## src/rtl/cpu_pkg.sv

```systemverilog
// Shared CPU definitions: fetch address width, instruction field widths,
// the HALT opcode and the fetch-stage state encoding.
package cpu_pkg;

    // Program counter / instruction-memory address width.
    localparam int PC_W = 8;

    // Instruction field widths.
    localparam int OPCODE_W = 5;
    localparam int DESTIN_W = 4;
    localparam int SOURCE_W = 4;
    localparam int IMM_W    = 9;

    // Opcode that stops instruction fetch until resume.
    localparam logic [OPCODE_W-1:0] HALT_OPCODE = 5'b11111;

    // Width of the saturating fetch counter.
    localparam int CNT_W = 16;

    // Fetch-stage control states.
    typedef enum logic [1:0] {
        START = 2'd0,
        FETCH = 2'd1,
        HALT  = 2'd2
    } fetch_state_e;

endpackage : cpu_pkg

```

## src/rtl/fetch_sequencer_if.sv

```systemverilog
// Fetch-stage bus: control inputs from decode/execute, the opcode returned by
// the registered instruction memory, and the fetch address/status outputs.
interface fetch_sequencer_if #(
    parameter int PC_W  = cpu_pkg::PC_W,
    parameter int CNT_W = cpu_pkg::CNT_W
);

    // Requests into the fetch stage.
    logic                         stall;
    logic                         branch_taken;
    logic [PC_W-1:0]              branch_target;
    logic                         resume;
    logic [cpu_pkg::OPCODE_W-1:0] opcode;

    // Fetch address and status out of the fetch stage.
    logic [PC_W-1:0]              Address;
    logic                         instRead;
    logic                         inst_valid;
    logic [PC_W-1:0]              fetch_pc;
    logic                         halted;
    logic [CNT_W-1:0]             fetch_count;

    // The fetch sequencer side.
    modport master (
        input  stall, branch_taken, branch_target, resume, opcode,
        output Address, instRead, inst_valid, fetch_pc, halted, fetch_count
    );

    // The surrounding pipeline / instruction-memory side.
    modport slave (
        output stall, branch_taken, branch_target, resume, opcode,
        input  Address, instRead, inst_valid, fetch_pc, halted, fetch_count
    );

endinterface : fetch_sequencer_if

```

## src/rtl/fetch_sequencer.sv

```systemverilog
// Program counter and fetch control in front of a registered instruction
// memory. Tracks which PC sits in the memory's output register, squashes on
// branch redirect, stops on HALT until resume, and counts fetches.
module fetch_sequencer #(
    parameter int                              PC_W        = cpu_pkg::PC_W,
    parameter logic [PC_W-1:0]                 RESET_PC    = '0,
    parameter logic [cpu_pkg::OPCODE_W-1:0]    HALT_OPCODE = cpu_pkg::HALT_OPCODE,
    parameter int                              CNT_W       = cpu_pkg::CNT_W
) (
    input  logic              clk,
    input  logic              Reset,
    fetch_sequencer_if.master bus
);

    import cpu_pkg::*;

    fetch_state_e     r_state;
    logic [PC_W-1:0]  r_pc;
    logic             r_inst_valid;
    logic [PC_W-1:0]  r_fetch_pc;
    logic             r_halted;
    logic [CNT_W-1:0] r_fetch_count;

    logic             w_halt_seen;
    logic             w_inst_read;

    // HALT detection and memory-load enable, both decided in the same cycle
    // the opcode is presented so a HALT never triggers a wasted fetch.
    always_comb begin
        // NOTE: every signal driven here gets a value on every path, otherwise a latch is inferred.
        w_halt_seen = 1'b0;
        w_inst_read = 1'b0;
        if (r_state == FETCH) begin
            w_halt_seen = r_inst_valid && (bus.opcode == HALT_OPCODE) && !bus.stall;
            w_inst_read = !bus.stall && !bus.branch_taken && !w_halt_seen;
        end
    end

    // Fetch FSM: pc, valid tracking and HALT handling. Redirect beats HALT
    // beats stall; a plain fetch advances pc and records the fetched PC.
    always_ff @(posedge clk or posedge Reset) begin
        if (Reset) begin
            r_state      <= START;
            r_pc         <= RESET_PC;
            r_inst_valid <= 1'b0;
            r_fetch_pc   <= '0;
            r_halted     <= 1'b0;
        end else begin
            // NOTE: state registers use non-blocking assignment so every read in this block sees the pre-edge value.
            case (r_state)
                START: begin
                    r_state <= FETCH;
                end
                FETCH: begin
                    if (bus.branch_taken) begin
                        r_pc         <= bus.branch_target;
                        r_inst_valid <= 1'b0;
                    end else if (w_halt_seen) begin
                        r_state      <= HALT;
                        r_halted     <= 1'b1;
                        r_inst_valid <= 1'b0;
                    end else if (!bus.stall) begin
                        r_fetch_pc   <= r_pc;
                        r_inst_valid <= 1'b1;
                        r_pc         <= r_pc + 1'b1;
                    end
                end
                HALT: begin
                    // Branches and stalls are dropped here; only resume matters.
                    if (bus.resume) begin
                        r_state  <= FETCH;
                        r_halted <= 1'b0;
                    end
                end
                default: begin
                    r_state  <= START;
                    r_halted <= 1'b0;
                end
            endcase
        end
    end

    // Saturating count of cycles in which the instruction memory was loaded.
    always_ff @(posedge clk or posedge Reset) begin
        if (Reset) begin
            r_fetch_count <= '0;
        end else if (w_inst_read && (r_fetch_count != {CNT_W{1'b1}})) begin
            r_fetch_count <= r_fetch_count + 1'b1;
        end
    end

    assign bus.Address     = r_pc;
    assign bus.instRead    = w_inst_read;
    assign bus.inst_valid  = r_inst_valid;
    assign bus.fetch_pc    = r_fetch_pc;
    assign bus.halted      = r_halted;
    assign bus.fetch_count = r_fetch_count;

endmodule : fetch_sequencer

```

## src/flat_wrapper.sv

```systemverilog
// flat-port wrapper written by rule: the top's interface ports become plain ports
module fetch_sequencer_flat import cpu_pkg::*;
#(
    parameter int                              PC_W        = cpu_pkg::PC_W,
    parameter logic [PC_W-1:0]                 RESET_PC    = '0,
    parameter logic [cpu_pkg::OPCODE_W-1:0]    HALT_OPCODE = cpu_pkg::HALT_OPCODE,
    parameter int                              CNT_W       = cpu_pkg::CNT_W
)
  (clk, Reset, bus_stall, bus_branch_taken, bus_branch_target, bus_resume, bus_opcode, bus_Address, bus_instRead, bus_inst_valid, bus_fetch_pc, bus_halted, bus_fetch_count);
  fetch_sequencer_if #(.PC_W(PC_W), .CNT_W(CNT_W)) bus_i ();
  input  logic clk;
  input  logic Reset;
  input wire logic [$bits(bus_i.stall)-1:0] bus_stall;
  input wire logic [$bits(bus_i.branch_taken)-1:0] bus_branch_taken;
  input wire logic [$bits(bus_i.branch_target)-1:0] bus_branch_target;
  input wire logic [$bits(bus_i.resume)-1:0] bus_resume;
  input wire logic [$bits(bus_i.opcode)-1:0] bus_opcode;
  output wire logic [$bits(bus_i.Address)-1:0] bus_Address;
  output wire logic [$bits(bus_i.instRead)-1:0] bus_instRead;
  output wire logic [$bits(bus_i.inst_valid)-1:0] bus_inst_valid;
  output wire logic [$bits(bus_i.fetch_pc)-1:0] bus_fetch_pc;
  output wire logic [$bits(bus_i.halted)-1:0] bus_halted;
  output wire logic [$bits(bus_i.fetch_count)-1:0] bus_fetch_count;
  assign bus_i.stall = bus_stall;
  assign bus_i.branch_taken = bus_branch_taken;
  assign bus_i.branch_target = bus_branch_target;
  assign bus_i.resume = bus_resume;
  assign bus_i.opcode = bus_opcode;
  assign bus_Address = bus_i.Address;
  assign bus_instRead = bus_i.instRead;
  assign bus_inst_valid = bus_i.inst_valid;
  assign bus_fetch_pc = bus_i.fetch_pc;
  assign bus_halted = bus_i.halted;
  assign bus_fetch_count = bus_i.fetch_count;
  fetch_sequencer #(.PC_W(PC_W), .RESET_PC(RESET_PC), .HALT_OPCODE(HALT_OPCODE), .CNT_W(CNT_W)) u_core (.clk(clk), .Reset(Reset), .bus(bus_i));
endmodule
```

## config.mk

```make
export PLATFORM = sky130hd
export DESIGN_NAME = fetch_sequencer_flat
export DESIGN_NICKNAME = d
export VERILOG_FILES = /design/src/rtl/cpu_pkg.sv /design/src/rtl/fetch_sequencer_if.sv /design/src/rtl/fetch_sequencer.sv /design/src/flat_wrapper.sv
export SDC_FILE = /design/constraint.sdc
export NUM_CORES = 1
export LEC_CHECK = 0
export ABC_CLOCK_PERIOD_IN_PS = 1700
export CORE_ASPECT_RATIO = 0.7
export CORE_MARGIN = 4
export CORE_UTILIZATION = 44
export CTS_BUF_LIST = sky130_fd_sc_hd__clkbuf_4
export CTS_CLUSTER_SIZE = 16
export DETAILED_ROUTE_END_ITERATION = 8
export PLACE_DENSITY_LB_ADDON = 0.2
export SYNTH_ARGS = -nofsm -noshare
export SYNTH_HDL_FRONTEND = slang
export SYNTH_SLANG_ARGS = --single-unit
```

## constraint.sdc

```tcl
create_clock -name clk -period 1.7 [get_ports clk]
set_input_delay 0.17 -clock clk [delete_from_list [all_inputs] [get_ports clk]]
set_output_delay 0.17 -clock clk [all_outputs]
set_load 0.03 [all_outputs]
```

==> flow_metrics.env <==
export IMPL_die_h_um=61.4
export IMPL_fin_worst_skew_ns=0.0134
export IMPL_synth_cell_types=41
export IMPL_area_growth_pct=52.7
export IMPL_synth_top_area_share=0.503
export IMPL_grt_pass1_vias=1668
export IMPL_setup_viol=2
export IMPL_hold_buffers=0
export IMPL_hold_viol=0
export IMPL_cp_start_kind="flip-flop"
export IMPL_post_route_cell_area_sq_um=2740
export IMPL_grt_usage=0.198
export IMPL_grt_max_degree=37
export IMPL_cap_violations=0
export IMPL_port_buffers=52
export IMPL_ir_worst_vdd_v=0.000950
export IMPL_ys_warn_count=0
export IMPL_final_nets=275
export IMPL_ant_nets=0
export IMPL_avgViaCountPerCell=5.29
export IMPL_core_sq_um=3920
export IMPL_h_tree_depth=2
export IMPL_drive_gt1_frac=0.285
export IMPL_synth_edf_count=0
export IMPL_ys_top_cells_by_count="dfrtp_1 (36), o21ai_0 (15), nand2_1 (14), nor2_1 (14)"
export IMPL_slowest_stage="or4_4"
export IMPL_numCtsBuffers=5
export IMPL_num_rows=19
export IMPL_gp_congestion=0.878
export IMPL_clkLatencyLatePin_ns=0.34
export IMPL_clkSinkCount=36
export IMPL_place_area_sq_um=2560
export IMPL_cp_required_ns=1.94
export IMPL_synth_compound_gate_area_share=0.127
export IMPL_synthAdderAreaFrac=0.0140
export IMPL_cts_clk_slew_worst_paths_ns=0.11
export IMPL_synth_most_common_cell="dfrtp_1"
export IMPL_crit_type="reg2reg"
export IMPL_finalWirelength_mm=4.84
export IMPL_synth_mux_area_frac=0.0761
export IMPL_cts_root_buf="clkbuf_4"
export IMPL_syn_inst=171
export IMPL_fin_crit_sh=1.01
export IMPL_num_vias=1630
export IMPL_grt_pass1_wl_mm=7.96
export IMPL_antenna_cells=0
export IMPL_status="finished, violations left"
export IMPL_drc_errors=0
export IMPL_clock_fmax_mhz=584
export IMPL_ys_top_cells_by_area="dfrtp_1 (50%), mux2_2 (5.7%), xnor2_1 (4.4%)"
export IMPL_clockBufferDepth=2
export IMPL_crit_fanout=5
export IMPL_slew_violations=0
export IMPL_cts_tree="yes"
export IMPL_io_pins=53
export IMPL_syn_avg_cell_area_sq_um=10.5
export IMPL_worst_slack_ns=-0.0113
export IMPL_wl_per_cell_um=15.7
export IMPL_die_w_um=84.3
export IMPL_antenna_found_initial=0
export IMPL_synth_top_family_by_area="simple AND/OR/NAND/NOR gates"
export IMPL_slew_limit_headroom=0.700
export IMPL_rsz0062_at_grt="true"
export IMPL_dp_hpwl_mm=3.48
export IMPL_ys_seq_area_frac=0.503
export IMPL_power_w=0.00293
export IMPL_dr_pass1_iters=5
export IMPL_drt_initial_drc_count=134
export IMPL_die_area_sq_um=5170
export IMPL_max_stage_delay_ns=0.58
export IMPL_yosysTopAreaCell="dfrtp_1"
export IMPL_synth_seq_cells=36
export IMPL_path_cells="nand3_2 > or4_4 > o21a_4 > mux2_4"
export IMPL_power_density_nw_per_um2=1070
export IMPL_synthFlopType="dfrtp_1"
export IMPL_synth_simple_area_share=0.200
export IMPL_netlist_area_sq_um=1790
export IMPL_leakage_nw=1.35
export IMPL_grt_overflow=0
export IMPL_worstPathArrival_ns=1.95
export IMPL_synth_xor_area_share=0.0587
export IMPL_fill_cells=312
export IMPL_violations="setup timing"
export IMPL_period_minus_slack_ns=1.71
export IMPL_hp_class="in2async"
export IMPL_cp_end_kind="flip-flop"
export IMPL_synth_fp_nets=191
export IMPL_worstMarginPinSlew_ns=0.450
export IMPL_async_reset_ff_frac=1.00
export IMPL_initial_core_util=0.457
## report_power, final
group	leakage (nW)	total (W)	switching, W	internal [W]
sequential	0.437	0.00117	0.000155	0.00102
clock	0.0403	0.000587	0.000287	0.000300
combinational	0.873	0.00117	0.000636	0.000534
total	1.35	0.00293	0.00108	0.00185
## sequential cells by signal (all words and copies together) (netlist names)
signal                  cells
u_core.bus.fetch_pc         8
u_core.bus.fetch_count     16
u_core.r_state              2
u_core.bus.Address          8
u_core.bus.halted           1
u_core.bus.inst_valid       1
## routing by layer
| layer | share of wire | vias to the layer above | global-route usage |
|---|---|---|---|
| li1 | - | 783 | - |
| met1 | 0.45 | 797 | 0.247 |
| met2 | 0.49 | 44 | 0.346 |
| met3 | 0.053 | 6 | 0.0535 |
| met4 | 0.0097 | 0 | 0.0619 |
| met5 | 0 | - | 0 |
## kinds of logic (layout without fill, tap and decap cells)
family                   Yosys count  in the layout
AND/OR/NAND/NOR                   66             66
adder cells (fa/ha/maj)            2              2
flip-flops                        36             36
XOR/XNOR                          12             12
multiplexers                      12             12
buffers and inverters              8             93
AO/OA/AOI/OAI                     35             35
## layout make-up
type	instances	area, sq um	area share
Clock buffer	5	37.5	0.0137
Clock inverter	3	37.5	0.0137
Inverter	3	11.3	0.00412
Multi-Input combinational cell	127	886	0.324
Sequential cell	36	915	0.334
Tap cell	52	65.1	0.0238
Timing Repair Buffer	82	785	0.287
## what timing repair did
action / in CTS / in global routing
resized for setup: 7 / 23
cloned: 0 / 0
endpoints found under the setup margin: 7 / 27
pin swaps: 1 / 9
setup buffers: 2 / 3
## worst paths after layout
kind,start,end,slack (ns),cells past startpoint
max in group asynchronous,Reset,u_core.bus.fetch_count[6]$_DFFE_PP0P_,1.13,3
hold / removal,Reset,u_core.bus.fetch_count[12]$_DFFE_PP0P_,0.22,3
hold reg to reg,u_core.bus.fetch_pc[6]$_DFFE_PP0P_,u_core.bus.fetch_pc[6]$_DFFE_PP0P_,0.52,1
min in group clk,bus_branch_target[0],u_core.bus.Address[0]$_DFFE_PP0P_,0.45,3
setup reg to reg,u_core.bus.fetch_count[6]$_DFFE_PP0P_,u_core.bus.fetch_count[1]$_DFFE_PP0P_,-0.01,4
setup / recovery,u_core.bus.fetch_count[6]$_DFFE_PP0P_,u_core.bus.fetch_count[1]$_DFFE_PP0P_,-0.01,4
## cells in the final DEF (no fill, tap or decap), types with 4 or more instances in the layout
cell type and count:
clkdlybuf4s50_1 30, buf_4 28, dfrtp_1 25, o21ai_0 15
dlymetal6s2s_1 15, nand2_1 14, nor2_1 12, dfrtp_2 11
mux2_2 9, xnor2_1 9, a21oi_1 8, nand3_1 6
dlygate4sd2_1 6, clkbuf_4 5, and3_1 4, nand4_1 4
## worst max-delay path: cells and delay by family (launching register included)
kind | cells | cell delay, ns
and+or+nand+nor | 2 | 0.67
DFF | 1 | 0.41
muxes | 1 | 0.29
AOI/OAI and AO/OA | 1 | 0.23
## metrics by stage
step	setup slack (ns)	instances	setup TNS (ns)	utilization	hold slack, ns
final	-0.0113	308	-0.0129	0.698	0.222
after global routing	-0.0502	308	-0.279	0.698	0.274
after CTS	0.000826	305	0	0.674	0.238
after detailed placement	-0.202	295	-3.62	0.652	0.496
after global placement	-0.159	295	-2.18	0.652	0.490
after floorplan	-0.0689	171	-0.0718	-	0.336
No activity file was read; power rests on OpenSTA's default activity.
